### config.mk
export PLATFORM = sky130hd
export DESIGN_NAME = pwm_shadow_gen_flat
export DESIGN_NICKNAME = d
export VERILOG_FILES = /design/src/rtl/pwm_pkg.sv /design/src/rtl/pwm_shadow_gen_if.sv /design/src/rtl/pwm_sync2.sv /design/src/rtl/pwm_shadow_gen.sv /design/src/flat_wrapper.sv
export SDC_FILE = /design/constraint.sdc
export NUM_CORES = 1
export LEC_CHECK = 0
export CORE_MARGIN = 3
export CORE_UTILIZATION = 40
export DETAILED_ROUTE_END_ITERATION = 10
export PLACE_DENSITY = 0.7
export SYNTH_ARGS = -nofsm -noshare
export SYNTH_HDL_FRONTEND = slang
export SYNTH_SLANG_ARGS = --single-unit
### constraint.sdc
create_clock -name clk -period 5.3 [get_ports clk]
set_input_delay 0.53 -clock clk [delete_from_list [all_inputs] [get_ports clk]]
set_output_delay 0.53 -clock clk [all_outputs]
set_load 0.05 [all_outputs]
### src/rtl/pwm_pkg.sv
// rtl/pwm_pkg.sv - shared types and constants for the shadowed PWM engine
// Purpose: FSM state encoding, default counter width and shadow reset values.
// Ports: none (package).
package pwm_pkg;

    typedef enum logic {
        IDLE = 1'b0,
        RUN  = 1'b1
    } pwm_state_t;

    localparam int PWM_CNT_W = 16;

    localparam logic [PWM_CNT_W-1:0] HIGH_SH_RST = '0;
    localparam logic [PWM_CNT_W-1:0] FREQ_SH_RST = '0;

endpackage

### src/rtl/pwm_shadow_gen_if.sv
// rtl/pwm_shadow_gen_if.sv - register-file side bundle of the shadowed PWM engine
// Purpose: groups the run request, the configuration words and the status back to the register file.
// Ports (signals):
//   start        run request, level-sensitive
//   cycles_high  requested high time in clk cycles
//   cycles_freq  requested period in clk cycles
//   pwm          PWM output
//   period_done  pulse on the last cycle of each period
//   busy         engine running
//   cfg_err      sticky illegal-configuration flag
// Modports: master = register file, slave = PWM engine.
interface pwm_shadow_gen_if
    import pwm_pkg::*;
#(
    parameter int CNT_W = PWM_CNT_W
);
    logic             start;
    logic [CNT_W-1:0] cycles_high;
    logic [CNT_W-1:0] cycles_freq;
    logic             pwm;
    logic             period_done;
    logic             busy;
    logic             cfg_err;

    modport master (
        output start, cycles_high, cycles_freq,
        input  pwm, period_done, busy, cfg_err
    );

    modport slave (
        input  start, cycles_high, cycles_freq,
        output pwm, period_done, busy, cfg_err
    );

endinterface

### src/rtl/pwm_sync2.sv
// rtl/pwm_sync2.sv - generic two-flop synchronizer with asynchronous reset
// Purpose: brings an asynchronous level into the clk domain; output resets to 0.
// Ports:
//   clk    destination clock
//   rst_n  asynchronous active-low reset
//   d      asynchronous input level
//   q      synchronized level, two clk cycles behind d
module pwm_sync2 (
    input  logic clk,
    input  logic rst_n,
    input  logic d,
    output logic q
);

    logic meta;

    always_ff @(posedge clk or negedge rst_n) begin
        if (!rst_n) begin
            meta <= 1'b0;
            q    <= 1'b0;
        end else begin
            meta <= d;
            q    <= meta;
        end
    end

endmodule

### src/rtl/pwm_shadow_gen.sv
// rtl/pwm_shadow_gen.sv - double-buffered PWM engine fed by the register file
// Purpose: latches cycles_high/cycles_freq into shadows only at period boundaries and
//   drives a glitch-free PWM output; reports period completion, busy and bad config.
// Ports:
//   clk    system clock
//   rst_n  asynchronous active-low reset
//   bus    pwm_shadow_gen_if.slave (start, cycles_high, cycles_freq in;
//          pwm, period_done, busy, cfg_err out)
// Build option: PWM_SYNC_START_EN puts start through a two-flop synchronizer
//   (start/stop latency +2 cycles); otherwise start must already be synchronous.
module pwm_shadow_gen
    import pwm_pkg::*;
#(
    parameter int CNT_W = PWM_CNT_W
) (
    input  logic              clk,
    input  logic              rst_n,
    pwm_shadow_gen_if.slave   bus
);

    pwm_state_t       state, state_nxt;
    logic [CNT_W-1:0] cnt, cnt_nxt;
    logic [CNT_W-1:0] high_sh, high_nxt;
    logic [CNT_W-1:0] freq_sh, freq_nxt;
    logic             pwm_q, pwm_nxt;
    logic             pd_q, pd_nxt;
    logic             cfg_q, cfg_nxt;
    logic             start_s;

`ifdef PWM_SYNC_START_EN
    pwm_sync2 u_start_sync (
        .clk   (clk),
        .rst_n (rst_n),
        .d     (bus.start),
        .q     (start_s)
    );
`else
    assign start_s = bus.start;
`endif

    always_ff @(posedge clk or negedge rst_n) begin
        if (!rst_n) begin
            state <= IDLE;
        end else begin
            state <= state_nxt;
        end
    end

    always_ff @(posedge clk or negedge rst_n) begin
        if (!rst_n) begin
            cnt     <= '0;
            high_sh <= CNT_W'(HIGH_SH_RST);
            freq_sh <= CNT_W'(FREQ_SH_RST);
            pwm_q   <= 1'b0;
            pd_q    <= 1'b0;
            cfg_q   <= 1'b0;
        end else begin
            cnt     <= cnt_nxt;
            high_sh <= high_nxt;
            freq_sh <= freq_nxt;
            pwm_q   <= pwm_nxt;
            pd_q    <= pd_nxt;
            cfg_q   <= cfg_nxt;
        end
    end

    always_comb begin
        state_nxt = state;
        cnt_nxt   = cnt;
        high_nxt  = high_sh;
        freq_nxt  = freq_sh;
        cfg_nxt   = cfg_q;
        case (state)
            IDLE: begin
                cnt_nxt = '0;
                if (start_s) begin
                    if (bus.cycles_freq != '0) begin
                        high_nxt  = bus.cycles_high;
                        freq_nxt  = bus.cycles_freq;
                        state_nxt = RUN;
                    end else begin
                        cfg_nxt = 1'b1;
                    end
                end else begin
                    cfg_nxt = 1'b0;
                end
            end
            RUN: begin
                if (cnt == freq_sh - 1'b1) begin
                    cnt_nxt = '0;
                    if (start_s && (bus.cycles_freq != '0)) begin
                        high_nxt = bus.cycles_high;
                        freq_nxt = bus.cycles_freq;
                    end else begin
                        if (start_s) begin
                            cfg_nxt = 1'b1;
                        end
                        state_nxt = IDLE;
                    end
                end else begin
                    cnt_nxt = cnt + 1'b1;
                end
            end
            default: state_nxt = IDLE;
        endcase
        // Outputs are registered from the next count/shadows so they line up with cnt.
        pwm_nxt = (state_nxt == RUN) && (cnt_nxt < high_nxt);
        pd_nxt  = (state_nxt == RUN) && (cnt_nxt == freq_nxt - 1'b1);
    end

    assign bus.pwm         = pwm_q;
    assign bus.period_done = pd_q;
    assign bus.busy        = (state == RUN);
    assign bus.cfg_err     = cfg_q;

endmodule

### src/flat_wrapper.sv
// flat-port wrapper written by rule: the top's interface ports become plain ports
module pwm_shadow_gen_flat import pwm_pkg::*;
#(
    parameter int CNT_W = PWM_CNT_W
)
  (clk, rst_n, bus_start, bus_cycles_high, bus_cycles_freq, bus_pwm, bus_period_done, bus_busy, bus_cfg_err);
  pwm_shadow_gen_if #(.CNT_W(CNT_W)) bus_i ();
  input  logic clk;
  input  logic rst_n;
  input wire logic [$bits(bus_i.start)-1:0] bus_start;
  input wire logic [$bits(bus_i.cycles_high)-1:0] bus_cycles_high;
  input wire logic [$bits(bus_i.cycles_freq)-1:0] bus_cycles_freq;
  output wire logic [$bits(bus_i.pwm)-1:0] bus_pwm;
  output wire logic [$bits(bus_i.period_done)-1:0] bus_period_done;
  output wire logic [$bits(bus_i.busy)-1:0] bus_busy;
  output wire logic [$bits(bus_i.cfg_err)-1:0] bus_cfg_err;
  assign bus_i.start = bus_start;
  assign bus_i.cycles_high = bus_cycles_high;
  assign bus_i.cycles_freq = bus_cycles_freq;
  assign bus_pwm = bus_i.pwm;
  assign bus_period_done = bus_i.period_done;
  assign bus_busy = bus_i.busy;
  assign bus_cfg_err = bus_i.cfg_err;
  pwm_shadow_gen #(.CNT_W(CNT_W)) u_core (.clk(clk), .rst_n(rst_n), .bus(bus_i));
endmodule
==> impl_metrics.ini <==
[cells_and_area]
drive_gt1_frac = 0.0916
nets = 543
diodes = 0
n_fill_cell = 897
final_util = 0.478
syn_to_final_growth_pct = 15.5
stdcell_area_um2 = 4460

[global_routing]
grt_pass1_vias = 3362
grt_antenna_before_repair = 0
grt_max_degree = 53
grtUsageTotal = 0.183
grt_pass1_wl_um = 16300
overflow = 0

[timing]
fin_crit_sh = 0.918
period_needed_ps = 4870
setup_viol = 0
finalHoldViolations = 0
drv_slew = 0
fin_ws_ps = 433
finClkSkew_ps = 8.62
slew-limit-headroom = 0.480
setup_tns_ps = 0
timing.fmax_mhz = 205
holdWs_ps = 317
max_slew.worst_pin.slew_ps = 774
rsz0062_at_grt = no

[setup_path]
cp_data_arrival_time_ps = 5090
path_max_fanout = 8
crit_buf_inv = 0
worstSetupPathType = register to register
max_stage_delay_ps = 550
cp_cell_sequence = or3_1 > or3_4 > o31ai_1 > a221oi_1 > and4b_1 > a21oi_4 > mux2i_1 > ha_1 > xnor2_1 > a31oi_1 > nand3_1 > a211oi_1 > a21oi_1 > a211o_1 > or4_1 > nor4_2
crit_family = simple AND/OR/NAND/NOR gates
cpMaxStageDelayCell = or3_1
cp-start-kind = register
required_ps = 5520
reg2reg_depth = 16
worst-path-stages = 16
critPathCaptureType = register

[cts]
cts-root-buf = clkbuf_8
cts_buffer_depth = 2
h-tree-depth = 2
cts_sinks = 52
numCtsBuffers = 5
cts_tree = done
hold_buffers = 0
insertion_delay_ps = 310
post-cts-setup-buffers = 0
clk_pin_slew_ps = 110

[floorplanning]
rows = 35
initial_core_util = 0.414
die_area_um2 = 10900
coreArea_um2 = 9330
die_x_um = 104
ios = 39
dieHeight_um = 104

[detailed_routing]
final_antenna_net_count = 0
vias = 3340
drc = 0
avgRoutedWirePerCell_um = 15.6
viasPerCell = 5.39
drtIter0Drc = 170
first_pass_iters = 4
drt_wl_total_um = 9650

[logic_synthesis]
synth_area_um2 = 3860
syn-num-nets = 510
synth_warnings = 0
synth.avg_cell_area_um2 = 8.45
ys_async_sr_fraction = 1.00
yosysSeqAreaShare = 0.337
ys_types = 59
ys_seq_elements = 52
synth_edf_count = 0
synthCells = 457
ys.flop_type = dfrtp_1

[pwr]
p_per_area_nw_per_um2 = 167
leakage_nw = 2.06
peakVddDrop_uv = 103

[min_path]
min_path_type = primary input to async pin

[run_status]
status = finished clean

[placement]
pre_cts_ws_ps = 107
place_hpwl_um = 7460
io_buffers = 38
gp_congestion = 0.903
placed_area_um2 = 4360

[flow_run]
drv_cap = 0
## where the power goes
part	internal (mW)	total (mW)	switching (mW)
logic	0.0516	0.101	0.0494
clock network	0.0951	0.238	0.142
registers	0.402	0.408	0.00614
## cells by family after synthesis
family          count (synthesis)  synth area share
compound gates                 66             0.116
xor+xnor                       51             0.123
fa+ha+maj                      18            0.0583
buf+inv                        51            0.0590
flops                          52             0.337
mux                            16            0.0438
simple gates                  203             0.263
## worst paths after layout
check | startpoint | end | slack, ps
max | u_core.freq_sh[9] | u_core.bus.period_done | 430
min | rst_n | u_core.high_sh[15] | 320
max reg2reg | u_core.freq_sh[9] | u_core.bus.period_done | 430
min reg2reg | u_core.high_sh[0] | u_core.high_sh[0] | 480
max in group asynchronous | rst_n | u_core.high_sh[0] | 4540
min in group clk | u_core.high_sh[0] | u_core.high_sh[0] | 480
## state kept, by name, summed over array words and instances, names as in the netlist
signal,cells
u_core.bus.cfg_err,1
u_core.bus.pwm,1
u_core.high_sh,16
u_core.bus.period_done,1
u_core.cnt,16
u_core.freq_sh,16
u_core.bus.busy,1
## placed cells by master (no fill, tap or decap), types with 4 or more instances in the layout
cell,instances
a21oi_1,16
ha_1,18
nand3_1,23
mux2_2,7
xnor2_1,26
clkdlybuf4s50_1,37
nor3_1,11
nand2_1,75
inv_1,30
a31oi_1,4
nor2_1,34
dfrtp_1,52
buf_4,9
a21o_1,5
nand4_1,7
or4_1,4
or2_2,5
nor4_1,5
o21ai_0,15
mux2i_1,9
clkbuf_8,5
xor2_1,23
nand2b_1,7
nor2b_1,5
and3_1,5
a211o_1,4
## cells in the mapped netlist (6+ instances only)
cell type | number | area [um2]
ha_1 | 18 | 225
nand2_1 | 75 | 282
mux2_2 | 7 | 78.8
xor2_1 | 23 | 201
nor3_1 | 11 | 55.1
nor2_1 | 34 | 128
mux2i_1 | 9 | 90.1
o21ai_0 | 15 | 75.1
nor2b_1 | 6 | 37.5
dfrtp_1 | 52 | 1300
xnor2_1 | 26 | 228
nand4_1 | 7 | 43.8
inv_1 | 30 | 113
a21oi_1 | 16 | 80.1
nand2b_1 | 7 | 43.8
buf_2 | 7 | 35.0
nand3_1 | 23 | 115
## timing repair
item                       in CTS  in global routing
hold endpoints to repair        0                  0
setup endpoints to repair       0                  1
gates resized for setup         0                  1
## through the flow
stage	std cells	power, mW
3_5_place_dp	612	0.516
5_1_grt	620	0.784
2_1_floorplan	457	0.462
3_3_place_gp	612	0.515
4_1_cts	620	0.756
6_report	620	0.746
## routing by layer
layer  track usage  vias to the layer above  wire, um
met2         0.286                      119      4330
met5             0                        -         0
met3        0.0317                       24       702
met1         0.253                     1557      4360
met4        0.0665                        0       264
li1              -                     1640         -
## final cells by class
type / instances / area (um2) / share of cell area
multi-input cells: 354 / 2350 / 0.527
flip-flops and latches: 52 / 1300 / 0.292
repair buffers: 47 / 443 / 0.0994
well taps: 129 / 161 / 0.0362
inverters: 30 / 113 / 0.0253
clock buffers: 5 / 68.8 / 0.0154
clock inverters: 3 / 22.5 / 0.00505
Power figures use the tool's default switching activity.
